`config.mk`:
```
export PLATFORM = sky130hd
export DESIGN_NAME = target_seq_gen
export DESIGN_NICKNAME = d
export VERILOG_FILES = /design/src/rtl/target_seq_gen.sv
export SDC_FILE = /design/constraint.sdc
export NUM_CORES = 1
export LEC_CHECK = 0
export BUFFER_PORTS_ARGS = -buffer_cell sky130_fd_sc_hd__buf_4
export CORE_ASPECT_RATIO = 1.75
export CORE_MARGIN = 2
export CORE_UTILIZATION = 45
export CTS_CLUSTER_SIZE = 16
export DETAILED_ROUTE_END_ITERATION = 12
export GPL_ROUTABILITY_DRIVEN = 0
export PLACE_DENSITY = 0.62
export SYNTH_ARGS = -nofsm -noshare
export SYNTH_HDL_FRONTEND = slang
export SYNTH_SLANG_ARGS = --single-unit
```
`constraint.sdc`:
```
create_clock -name CLK -period 2.5 [get_ports CLK]
set_clock_uncertainty 0.05 [all_clocks]
set_input_delay 0.125 -clock CLK [delete_from_list [all_inputs] [get_ports CLK]]
set_output_delay 0.125 -clock CLK [all_outputs]
set_load 0.005 [all_outputs]
```
`src/rtl/target_seq_gen.sv`:
```
// Paced 8-step target-bit transmitter for the Precision Button Press game, with a saturating win score.
// Optional `TSG_RANDOM_EN: each round's pattern is taken from a free-running LFSR instead of SEED.
module target_seq_gen #(
    parameter int         TICK_DIV = 100_000_000,
    parameter logic [7:0] SEED     = 8'hA5
) (
    input  logic       CLK,
    input  logic       RST_N,
    input  logic       START,
    input  logic       WIN,
    output logic       Y,
    output logic       STEP,
    output logic [2:0] IDX,
    output logic       BUSY,
    output logic       DONE,
    output logic [7:0] SCORE
);

    localparam int CW = (TICK_DIV > 2) ? $clog2(TICK_DIV) : 1;
    localparam logic [CW-1:0] CNT_MAX = CW'(TICK_DIV - 1);

    typedef enum logic [1:0] {
        S_IDLE = 2'd0,
        S_RUN  = 2'd1,
        S_FIN  = 2'd2
    } state_t;

    state_t        state_q, state_d;
    logic [7:0]    pat_q, pat_d;
    logic [CW-1:0] cnt_q, cnt_d;
    logic [2:0]    idx_q, idx_d;
    logic          y_q, y_d;
    logic          step_q, step_d;
    logic          busy_q, busy_d;
    logic          done_q, done_d;
    logic          win_q;
    logic          won_q;
    logic [7:0]    score_q;
    logic [7:0]    cap_s;
    logic          tick_wrap_s;
    logic [2:0]    idx_nxt_s;

    function automatic logic [7:0] lfsr_next(input logic [7:0] l);
        return {1'b0, l[7:1]} ^ (l[0] ? 8'hB8 : 8'h00);
    endfunction

`ifdef TSG_RANDOM_EN
    logic [7:0] lfsr_q;

    // Free-running Galois LFSR; never reaches zero from a nonzero seed
    always_ff @(posedge CLK or negedge RST_N) begin
        if (!RST_N) begin
            lfsr_q <= SEED;
        end else begin
            lfsr_q <= lfsr_next(lfsr_q);
        end
    end

    assign cap_s = lfsr_q;
`else
    assign cap_s = SEED;
`endif

    assign tick_wrap_s = (cnt_q == CNT_MAX);
    assign idx_nxt_s   = idx_q + 3'd1;

    // State register
    always_ff @(posedge CLK or negedge RST_N) begin
        if (!RST_N) begin
            state_q <= S_IDLE;
        end else begin
            state_q <= state_d;
        end
    end

    // Next-state logic
    always_comb begin
        state_d = state_q;
        case (state_q)
            S_IDLE: begin
                if (START) state_d = S_RUN;
                else       state_d = S_IDLE;
            end
            S_RUN: begin
                if (tick_wrap_s && (idx_q == 3'd7)) state_d = S_FIN;
                else                                state_d = S_RUN;
            end
            S_FIN:   state_d = S_IDLE;
            default: state_d = S_IDLE;
        endcase
    end

    // Output and datapath next values; outputs are registered so they line up with the new state
    always_comb begin
        pat_d  = pat_q;
        cnt_d  = cnt_q;
        idx_d  = idx_q;
        y_d    = 1'b0;
        step_d = 1'b0;
        busy_d = 1'b0;
        done_d = 1'b0;
        case (state_q)
            S_IDLE: begin
                if (START) begin
                    pat_d  = cap_s;
                    cnt_d  = '0;
                    idx_d  = 3'd0;
                    y_d    = cap_s[0];
                    step_d = 1'b1;
                    busy_d = 1'b1;
                end else begin
                    pat_d = pat_q;
                end
            end
            S_RUN: begin
                busy_d = 1'b1;
                y_d    = pat_q[idx_q];
                if (tick_wrap_s) begin
                    cnt_d = '0;
                    if (idx_q == 3'd7) begin
                        busy_d = 1'b0;
                        done_d = 1'b1;
                        y_d    = 1'b0;
                    end else begin
                        idx_d  = idx_nxt_s;
                        step_d = 1'b1;
                        y_d    = pat_q[idx_nxt_s];
                    end
                end else begin
                    cnt_d = cnt_q + CW'(1);
                end
            end
            S_FIN: begin
                done_d = 1'b0;
            end
            default: begin
                done_d = 1'b0;
            end
        endcase
    end

    // Datapath and registered outputs
    always_ff @(posedge CLK or negedge RST_N) begin
        if (!RST_N) begin
            pat_q  <= 8'h00;
            cnt_q  <= '0;
            idx_q  <= 3'd0;
            y_q    <= 1'b0;
            step_q <= 1'b0;
            busy_q <= 1'b0;
            done_q <= 1'b0;
        end else begin
            pat_q  <= pat_d;
            cnt_q  <= cnt_d;
            idx_q  <= idx_d;
            y_q    <= y_d;
            step_q <= step_d;
            busy_q <= busy_d;
            done_q <= done_d;
        end
    end

    // Win capture is qualified by the state at sampling time, so a WIN coinciding with START in IDLE is dropped
    always_ff @(posedge CLK or negedge RST_N) begin
        if (!RST_N) begin
            win_q   <= 1'b0;
            won_q   <= 1'b0;
            score_q <= 8'h00;
        end else begin
            win_q <= WIN && (state_q != S_IDLE);
            if ((state_q == S_IDLE) && START) begin
                won_q <= 1'b0;
            end else if (win_q) begin
                won_q <= 1'b1;
            end else begin
                won_q <= won_q;
            end
            if (win_q && !won_q && (score_q != 8'hFF)) begin
                score_q <= score_q + 8'd1;
            end else begin
                score_q <= score_q;
            end
        end
    end

    assign Y     = y_q;
    assign STEP  = step_q;
    assign IDX   = idx_q;
    assign BUSY  = busy_q;
    assign DONE  = done_q;
    assign SCORE = score_q;

endmodule

```
==> qor.yml, run 1 <==
clock_tree:
  cts.sinks: 46
  ctsResizeCount: 0
  post_cts.repair.setup_buffers: 0
  clk_pin_slew_ps: 90
  clk_latency_ps: 300
  clockBufferDepth: 2
  cts-htree-levels: 2
  cts_hold_buf: 1
  clockRootBuffer: "clkbuf_8"
  numCtsBuffers: 5
  tritoncts: "built"
yosys:
  synthTopCellsByArea: "dfrtp_1 47%, nand2_1 4.8%, a31oi_1 4.6%"
  ys_seq_area_share_pct: 47.2
  synth_ff_type: "dfrtp_1"
  synthDominantCellAreaShare_pct: 47.2
  synth-seq-cells: 46
  synth_top_family_by_area: "simple AND/OR/NAND/NOR gates"
  syn_nets: 263
  synth_compound_area_share_pct: 15.5
  synth_area_leader_cell: "dfrtp_1"
  syn_avg_cell_area_sq_um: 9.57
  synth.cell_area_sq_um: 2440
  synth_edf_count: 0
  ys_types: 47
  synth_xor_area_share_pct: 3.23
  yosys.area_share.simple_pct: 25.7
  syn_inst: 255
  synthAdderAreaFrac_pct: 2.05
  yosys_warnings: 0
  synthArstFlopShare_pct: 100
  synth.area.mux_share_pct: 2.56
pwr:
  ir_worst_vdd_mv: 0.501
  p_comb_share_pct: 3.2
  swShare_pct: 21.5
  power_density_nw_per_um2: 495
  seq_power_share_pct: 55.9
  p_int_mw: 1.07
  power.switching_mw: 0.292
  static-leakage-power_nw: 1.23
  pwr-share-clk_pct: 41.0
grt:
  grt_pass1_vias: 1917
  grt_remaining_overflow: 0
  grt_max_degree: 47
  grtUsageTotal_pct: 19.3
  grt_antenna_before_repair: 0
  grt_pass1_wl_um: 9140
placed_design:
  hpwl_um: 3720
  dp_slack_ps: 423
  placedCellCount: 321
  port_buffers: 18
timing:
  setup_viol: 0
  setup_tns_ps: 0
  slew_headroom_pct: 58.5
  fin_crit_sh_pct: 83.8
  hold_violations: 0
  min_period_ps: 2100
  postLayoutSetupSlackWorst_ps: 404
  max_freq_ghz: 0.477
  rsz0062_at_grt: "false"
  whs_ps: 10.1
  finalMaxSlewViolations: 0
  worst_slew_pin_slew_ps: 620
route:
  finalWirelength_um: 5290
  ant_nets: 0
  vias: 2019
  drc: 0
  detail_route.first_pass.iterations: 4
  first_iter_violations: 85
  wl_per_cell_um: 16.0
  viasPerCell: 6.12
critical_path:
  critical_path_required_ps: 2620
  worstSetupStartpoint: "cnt_q[0]"
  reg2regPathDepth: 7
  critPathArrivalTime_ps: 2220
  worstPathMaxFanout: 40
  critical_path_class: "register to register"
  timing.rr.end: "cnt_q[4]"
  startpoint_type: "register"
  end_kind: "register"
  reg2reg_slack_ps: 400
  r2r-start: "cnt_q[0]"
worst_hold_path:
  min_from: "WIN"
  worstHoldPathType: "input pin to register"
  min_to: "win_q"
  min_path_cells: 2
floorplan:
  die_h_um: 101
  start_util_pct: 46.5
  core.rowCount: 35
  core_sq_um: 5260
  ios: 19
  fp.dieArea_sq_um: 6050
  die_x_um: 59.7
cells_and_area:
  drive_gt1_share_pct: 14.9
  fillers: 500
  area_growth_syn_to_layout_pct: 12.4
  finalNonFillerCells: 330
  antenna_cells: 0
  nNetsFinal: 282
  utilization_pct: 52.2
outcome:
  outcome: "finished, final reports clean"
job:
  max_cap_violations: 0
## worst max-delay path: stages, from the launching register on
cell and delay (ps):
dfrtp_1 400, ha_1 320, nand4_4 170, nor4_4 370
a21oi_2 180, buf_12 210, a41oi_1 210, a31oi_1 60
## area by class of cell
| type | count | area (sq um) | share of cell area [%] |
|---|---|---|---|
| inverters | 7 | 26.3 | 0.958 |
| repair buffers | 23 | 188 | 6.84 |
| clock inverters | 2 | 37.5 | 1.37 |
| clock buffers | 6 | 72.6 | 2.64 |
| flip-flops and latches | 46 | 1150 | 42.0 |
| well taps | 55 | 68.8 | 2.51 |
| multi-input cells | 191 | 1200 | 43.7 |
## power groups by stage
stage / sequential [mW] / combinational, mW / clock, mW
after floorplan: 0.772 / 0.0139 / 0
after global placement: 0.774 / 0.0436 / 0
after detailed placement: 0.774 / 0.0437 / 0
after CTS: 0.759 / 0.0451 / 0.565
after global routing: 0.761 / 0.0510 / 0.610
final: 0.759 / 0.0431 / 0.557
## state kept, by name (all words and copies together) (netlist names)
signal   count
STEP         1
pat_q        1
won_q        1
IDX          3
BUSY         1
SCORE        8
Y            1
win_q        1
state_q      1
cnt_q       27
DONE         1
## through the flow
stage               area (sq um)  power [mW]
detailed placement          2620       0.818
global route                2740        1.42
finish                      2740        1.36
CTS                         2740        1.37
floorplan                   2440       0.786
global placement            2620       0.818
## synthesized netlist by cell type (2+ instances only)
cell,count
mux2i_1,4
and2_1,2
nor2_1,14
nand2_1,31
nand2b_1,4
and3_1,6
buf_4,2
mux2_2,2
nand3_1,21
xor2_1,2
a41oi_1,5
dfrtp_1,46
xnor2_1,7
buf_6,2
or2_2,2
nor2b_1,2
nor3_1,3
a22o_1,2
a21oi_1,17
nor4_1,2
inv_1,7
buf_2,2
and4_1,3
ha_1,4
nand4_1,11
o21ai_0,11
a31oi_1,18
clkbuf_1,4
## cells in the final DEF, fill, tap and decap left out, types with 3 or more instances in the layout
master / instances
nand2_1: 31
ha_1: 4
buf_4: 21
dfrtp_1: 46
nor3_1: 3
xnor2_1: 7
inv_1: 7
a21oi_1: 16
nand2b_1: 4
a31oi_1: 18
nand4_1: 11
and3_1: 6
o21ai_0: 11
mux2i_1: 4
nor2_1: 14
a41oi_1: 5
and4_1: 3
nand3_1: 21
clkbuf_8: 5
## layer usage
metal	GRT usage (%)	wire (um)	vias up
met3	2.30	158	5
met2	34.1	2920	43
li1	-	-	984
met5	0	0	-
met1	23.8	2140	987
met4	6.15	66	0
## how the worst max path moves through the flow
stage | to | slack, ps | depth (start not counted)
2_1_floorplan | SCORE[7] | 610 | 6
3_3_place_gp | cnt_q[4] | 480 | 7
3_5_place_dp | cnt_q[4] | 420 | 7
4_1_cts | cnt_q[4] | 400 | 7
5_1_grt | cnt_q[20] | 270 | 6
6_report | cnt_q[4] | 400 | 7
## logic make-up (layout without fill, tap and decap cells)
family | count (synthesis) | after routing
flip-flops | 46 | 46
buffers and inverters | 18 | 38
AO/OA/AOI/OAI | 60 | 60
XOR/XNOR | 9 | 9
multiplexers | 6 | 6
adder cells (fa/ha/maj) | 4 | 4
AND/OR/NAND/NOR | 112 | 112
Note: power is estimated with default switching activity, not from simulation.
==> run 2: changes to the inputs <==
- ABC_AREA: not set -> 1
- PLACE_DENSITY: 0.62 -> 0.61
- clock period: 2.5 -> 2.1 ns (I/O delays scaled with it)
==> run 2 against run 1 <==
  * Sequential cell count unchanged
  * Non-clock buffer count decreased by 1
  * Global-route usage increased by 2.6 points
  * Critical path depth decreased by 2
  * Largest power group unchanged
  * Highest routed layer unchanged
==> qor.yml, run 2 <==
floorplan:
  ios: 19  # unchanged
  core_sq_um: 6180  # +18%
  die_x_um: 64.5  # +8.1%
  fp.dieArea_sq_um: 7080  # +17%
  die_h_um: 110  # +8.3%
  start_util_pct: 46.6  # +0.17 points
  core.rowCount: 38  # +8.6%
critical_path:
  end_kind: "register"
  startpoint_type: "register"
  slowest_delay_ps: 590  # +190 ps
  critical_path_class: "register to register"
  cpMaxStageDelayCell: "nor2_1"
  path_cells: "inv_1 > nor2_4 > nor2_1 > inv_1 > o21ai_0"
  worstPathMaxFanout: 12  # -70%
  reg2reg_slack_ps: 260  # -150 ps
  cp_common_cell: "inv_1"
  critPathArrivalTime_ps: 2010  # -210 ps
  critical_path_required_ps: 2270  # -350 ps
route:
  finalWirelength_um: 7230  # +37%
  wl_per_cell_um: 14.4  # -10%
  ant_nets: 0  # unchanged
  detail_route.first_pass.iterations: 4  # unchanged
  drc: 0  # unchanged
  viasPerCell: 5.20  # -15%
  first_iter_violations: 113  # +33%
  vias: 2617  # +30%
yosys:
  ys_types: 27  # -43%
  synth_ff_type: "dfrtp_1"
  syn_nets: 406  # +54%
  synthTopCellsByCount: "123 x nand2_1, 46 x dfrtp_1, 43 x inv_1, 43 x nor2_1, 37 x nand3_1"
  synthTopCellsByArea: "dfrtp_1 40%, nand2_1 16%, nand3_1 6.4%"
  synth.most_common_cell: "nand2_1"
  synthArstFlopShare_pct: 100  # unchanged
  synthDominantCellAreaShare_pct: 39.9  # -7.2 points
  ys_seq_area_share_pct: 39.9  # -7.2 points
  yosys_warnings: 0  # unchanged
  synth-seq-cells: 46  # unchanged
  synth_area_leader_cell: "dfrtp_1"
  syn_inst: 398  # +56%
  syn_avg_cell_area_sq_um: 7.24  # -24%
  synth.cell_area_sq_um: 2880  # +18%
  synth_edf_count: 0  # unchanged
clock_tree:
  clockBufferDepth: 2  # unchanged
  clk_pin_slew_ps: 80  # about the same
  numCtsBuffers: 5  # unchanged
  post_cts.repair.setup_buffers: 0  # unchanged
  clockRootBuffer: "clkbuf_8"
  cts-htree-levels: 2  # unchanged
  clk_latency_ps: 310  # about the same
  tritoncts: "built"
  cts.sinks: 46  # unchanged
cells_and_area:
  antenna_cells: 0  # unchanged
  final_common_cell: "nand2_1"
  drive_gt1_share_pct: 15.1  # +0.22 points
  fillers: 620  # +24%
  finalNonFillerCells: 503  # +52%
  largest_register_ffs: 27  # unchanged
  area_growth_syn_to_layout_pct: 11.4
  layout_common_cells: "123 x nand2_1, 46 x dfrtp_1, 43 x inv_1, 43 x nor2_1, 37 x nand3_1"
  utilization_pct: 51.9  # -0.27 points
  nNetsFinal: 431  # +53%
  largest-register: "cnt_q"
timing:
  finalMaxSlewViolations: 0  # unchanged
  max_freq_ghz: 0.543  # +14%
  min_period_ps: 1840  # -255 ps
  setup_tns_ps: 0  # unchanged
  setup_viol: 0  # unchanged
  postLayoutSetupSlackWorst_ps: 259  # -145 ps
  hold_violations: 0  # unchanged
  slew_headroom_pct: 50.3  # -8.2 points
  rsz0062_at_grt: "false"
  fin_crit_sh_pct: 87.7  # +3.8 points
  worst_slew_pin_slew_ps: 743  # +123 ps
grt:
  grt_pass1_vias: 2534  # +32%
  grt_antenna_before_repair: 0  # unchanged
  grt_max_degree: 47  # unchanged
  grt_pass1_wl_um: 11800  # +29%
  grtUsageTotal_pct: 21.9  # +2.6 points
  grt_remaining_overflow: 0  # unchanged
pwr:
  p_comb_share_pct: 22.7  # +19 points
  power.switching_mw: 0.757  # +160%
  pwr-share-clk_pct: 24.8  # -16 points
  seq_power_share_pct: 52.5  # -3.4 points
  power_density_nw_per_um2: 662  # +34%
  static-leakage-power_nw: 1.55  # +26%
  ir_worst_vdd_mv: 0.368  # -27%
  swShare_pct: 35.6  # +14 points
  power.total_mw: 2.12  # +56%
  p_int_mw: 1.37  # +28%
placed_design:
  placedCellCount: 494  # +54%
  hpwl_um: 5560  # +49%
  dp_slack_ps: 134  # -288 ps
  port_buffers: 18  # unchanged
worst_hold_path:
  worstHoldPathType: "input pin to register"
outcome:
  outcome: "finished, final reports clean"
job:
  max_cap_violations: 0  # unchanged
## run 2: cell count changes in the layout (fill, tap and decap cells not counted), sizes merged, moves of 5 or more
cell,previous run,this run
nand2,31,133
o21bai,0,5
nor2,15,57
xor2,2,10
a41oi,5,0
o21ai,11,18
inv,7,47
a21oi,17,0
nand3,21,44
a31oi,18,0
and3,6,0
## run 2: area by class of cell
class	instances	area, sq um	area share (%)
tap	80	100	3.12
sequential	46	1150	35.9
timing repair buffer	22	170	5.30
inverter	47	176	5.49
clock buffer	5	68.8	2.14
multi-input combinational	301	1530	47.8
clock inverter	2	10.0	0.312
## run 2: path summary, 6_finish.rpt
kind | from | endpoint | cells after the start
hold reg to reg | pat_q[0] | pat_q[0] | 2
max in group asynchronous | RST_N | IDX[2] | 2
min in group asynchronous | RST_N | SCORE[2] | 2
hold / removal | START | won_q | 3
setup reg to reg | state_q[0] | cnt_q[2] | 5
setup / recovery | state_q[0] | cnt_q[2] | 5
## run 2: what timing repair did
action	in CTS	in global routing
hold buffers	2	0
endpoints found under the hold margin	47	0
gates resized for setup	0	1
setup endpoints to repair	0	2
## run 2: logic make-up (layout without fill, tap and decap cells)
| family | after synthesis | in the layout | share of synthesized area, % |
|---|---|---|---|
| simple gates | 255 | 255 | 41.4 |
| buf+inv | 51 | 76 | 6.99 |
| flops | 46 | 46 | 39.9 |
| compound gates | 27 | 27 | 5.34 |
| xor+xnor | 15 | 15 | 4.56 |
| fa+ha+maj | 4 | 4 | 1.74 |
## run 2: through the flow
stage / hold WS [ps] / instance area [sq um]
after floorplan: -241 / 2880
after global placement: 103 / 3110
after detailed placement: 104 / 3110
after CTS: 136 / 3210
after global routing: 164 / 3210
final: 135 / 3210
## run 2: power by group through the flow
stage | registers, mW | clock network, mW | logic (mW)
floorplan | 1.09 | 0 | 0.366
global placement | 1.13 | 0 | 0.475
detailed placement | 1.13 | 0 | 0.483
CTS | 1.11 | 0.547 | 0.487
global route | 1.13 | 0.578 | 0.542
finish | 1.11 | 0.526 | 0.483
## run 2: worst max-delay path: cells and delay by family (launching register included)
kind	cells	cell delay, ps
simple gates	2	660
flops	1	400
buf+inv	2	400
compound gates	1	250
## run 2: per-layer routing
metal | vias up | track usage (%) | share of wire [%]
met5 | - | 0 | 0
met4 | 0 | 11.2 | 4.8
met3 | 24 | 2.97 | 3.2
met2 | 65 | 42.3 | 54
met1 | 1214 | 22.6 | 38
li1 | 1314 | - | -
==> run 3: changes to the inputs <==
- RECOVER_POWER: not set -> 50
- TNS_END_PERCENT: not set -> 30
==> run 3 against run 2 <==
  * Cell count unchanged
  * Clock power about the same
  * Critical path type unchanged
  * Global-route usage unchanged
==> qor.yml, run 3 (same netlist as run 2, synthesis figures left out) <==
outcome:
  outcome: "finished, final reports clean"
cells_and_area:
  drive_gt1_share_pct: 15.1  # unchanged
  largest-register: "cnt_q"
  antenna_cells: 0  # unchanged
  multi_input_area_sq_um: 1530  # unchanged
  layout_common_cells: "123 x nand2_1, 46 x dfrtp_1, 43 x inv_1, 43 x nor2_1, 37 x nand3_1"
  largest_register_ffs: 27  # unchanged
  fillers: 620  # unchanged
  area_growth_syn_to_layout_pct: 11.3  # about the same
  nNetsFinal: 431  # unchanged
  final_common_cell: "nand2_1"
  regArea_sq_um: 1150  # unchanged
timing:
  fin_crit_sh_pct: 87.7  # unchanged
  finalMaxSlewViolations: 0  # unchanged
  worst_slew_pin_slew_ps: 1180  # +433 ps
  postLayoutSetupSlackWorst_ps: 259  # unchanged
  rsz0062_at_grt: "false"
  min_period_ps: 1840  # unchanged
  setup_viol: 0  # unchanged
  setup_tns_ps: 0  # unchanged
  slew_headroom_pct: 21.6  # -29 points
  max_freq_ghz: 0.543  # unchanged
  hold_violations: 0  # unchanged
placed_design:
  port_buffers: 18  # unchanged
  hpwl_um: 5560  # unchanged
  dp_slack_ps: 134  # unchanged
route:
  detail_route.first_pass.iterations: 4  # unchanged
  vias: 2616  # -0.038%
  ant_nets: 0  # unchanged
  wl_per_cell_um: 14.4  # about the same
  finalWirelength_um: 7220  # about the same
  drc: 0  # unchanged
  first_iter_violations: 113  # unchanged
  viasPerCell: 5.20  # about the same
clock_tree:
  clockRootBuffer: "clkbuf_8"
  clockBufferDepth: 2  # unchanged
  cts.sinks: 46  # unchanged
  tritoncts: "built"
  clk_latency_ps: 310  # about the same
  clk_pin_slew_ps: 80  # about the same
  numCtsBuffers: 5  # unchanged
  cts-htree-levels: 2  # unchanged
  post_cts.repair.setup_buffers: 0  # unchanged
floorplan:
  core.rowCount: 38  # unchanged
  die_h_um: 110  # unchanged
  fp.dieArea_sq_um: 7080  # unchanged
  die_x_um: 64.5  # unchanged
  core_sq_um: 6180  # unchanged
  ios: 19  # unchanged
  start_util_pct: 46.6  # unchanged
critical_path:
  critPathArrivalTime_ps: 2010  # about the same
  cpMaxStageDelayCell: "nor2_1"
  path_cells: "inv_1 > nor2_4 > nor2_1 > inv_1 > o21ai_0"
  critical_path_required_ps: 2270  # about the same
  critical_path_class: "register to register"
  startpoint_type: "register"
  crit_buf_inv: 2  # unchanged
  slowest_delay_ps: 590  # about the same
  critical-path-top-delay-family: "simple AND/OR/NAND/NOR gates"
  cp_common_cell: "inv_1"
  worstPathMaxFanout: 12  # unchanged
  end_kind: "register"
job:
  max_cap_violations: 0  # unchanged
pwr:
  static-leakage-power_nw: 1.55  # -0.12%
  ir_worst_vdd_mv: 0.368  # about the same
  power_density_nw_per_um2: 662  # about the same
grt:
  grt_max_degree: 47  # unchanged
  grt_antenna_before_repair: 0  # unchanged
  grtUsageTotal_pct: 21.9  # unchanged
  grt_remaining_overflow: 0  # unchanged
  grt_pass1_vias: 2534  # unchanged
  grt_pass1_wl_um: 11800  # unchanged
worst_hold_path:
  worstHoldPathType: "input pin to register"
==> run 3: changes by cell type in the layout (fill, tap and decap cells not counted), sizes merged <==
cell	before	now
clkbuf	5	12
buf	20	13
==> run 3: power by group <==
| part | internal [mW] | switching, mW | leakage, nW |
|---|---|---|---|
| logic | 0.170 | 0.313 | 0.990 |
| clock network | 0.224 | 0.302 | 0.0438 |
| registers | 0.973 | 0.142 | 0.517 |
==> run 3: tightest hold or removal path, cell delays in order <==
cell and delay [ps]:
buf_4 110, nor3b_1 160, nor2_1 80
==> run 3: cell type report <==
class | instances | share of cell area [%]
inverter | 47 | 5.50
sequential | 46 | 35.9
clock inverter | 2 | 0.312
multi-input combinational | 301 | 47.8
timing repair buffer | 22 | 5.23
clock buffer | 5 | 2.15
tap | 80 | 3.12
==> run 3: per-layer routing <==
metal | share of wire [%] | track usage (%)
met1 | 38 | 22.6
met2 | 54 | 42.3
met3 | 3.1 | 2.97
met4 | 4.8 | 11.2
met5 | 0 | 0
==> run 3: stage by stage <==
stage               utilization [%]  power, mW  hold slack, ps  instances  cell area, sq um
detailed placement             50.3       1.61             104        494              3110
CTS                            51.9       2.15             136        503              3210
finish                         51.9       2.12             135        503              3210
global placement               50.3       1.60             103        494              3110
floorplan                         -       1.45            -241        398              2880
global route                   51.9       2.25             164        503              3210
==> run 3: repair_timing <==
| action | in CTS | in global routing |
|---|---|---|
| resized for setup | 0 | 1 |
| hold buffers | 2 | 0 |
| hold endpoints to repair | 47 | 0 |
| setup endpoints to repair | 0 | 2 |
==> run 3: worst paths after layout <==
kind                                 start       end  slack (ps)  cells after the start
worst max register to register  state_q[0]  cnt_q[2]         260                      5
worst min register to register    pat_q[0]  pat_q[0]         460                      2
max in group asynchronous            RST_N    IDX[2]         750                      2
worst min-delay path                 START     won_q         130                      3
min in group asynchronous            RST_N  SCORE[2]         520                      2
worst max-delay path            state_q[0]  cnt_q[2]         260                      5
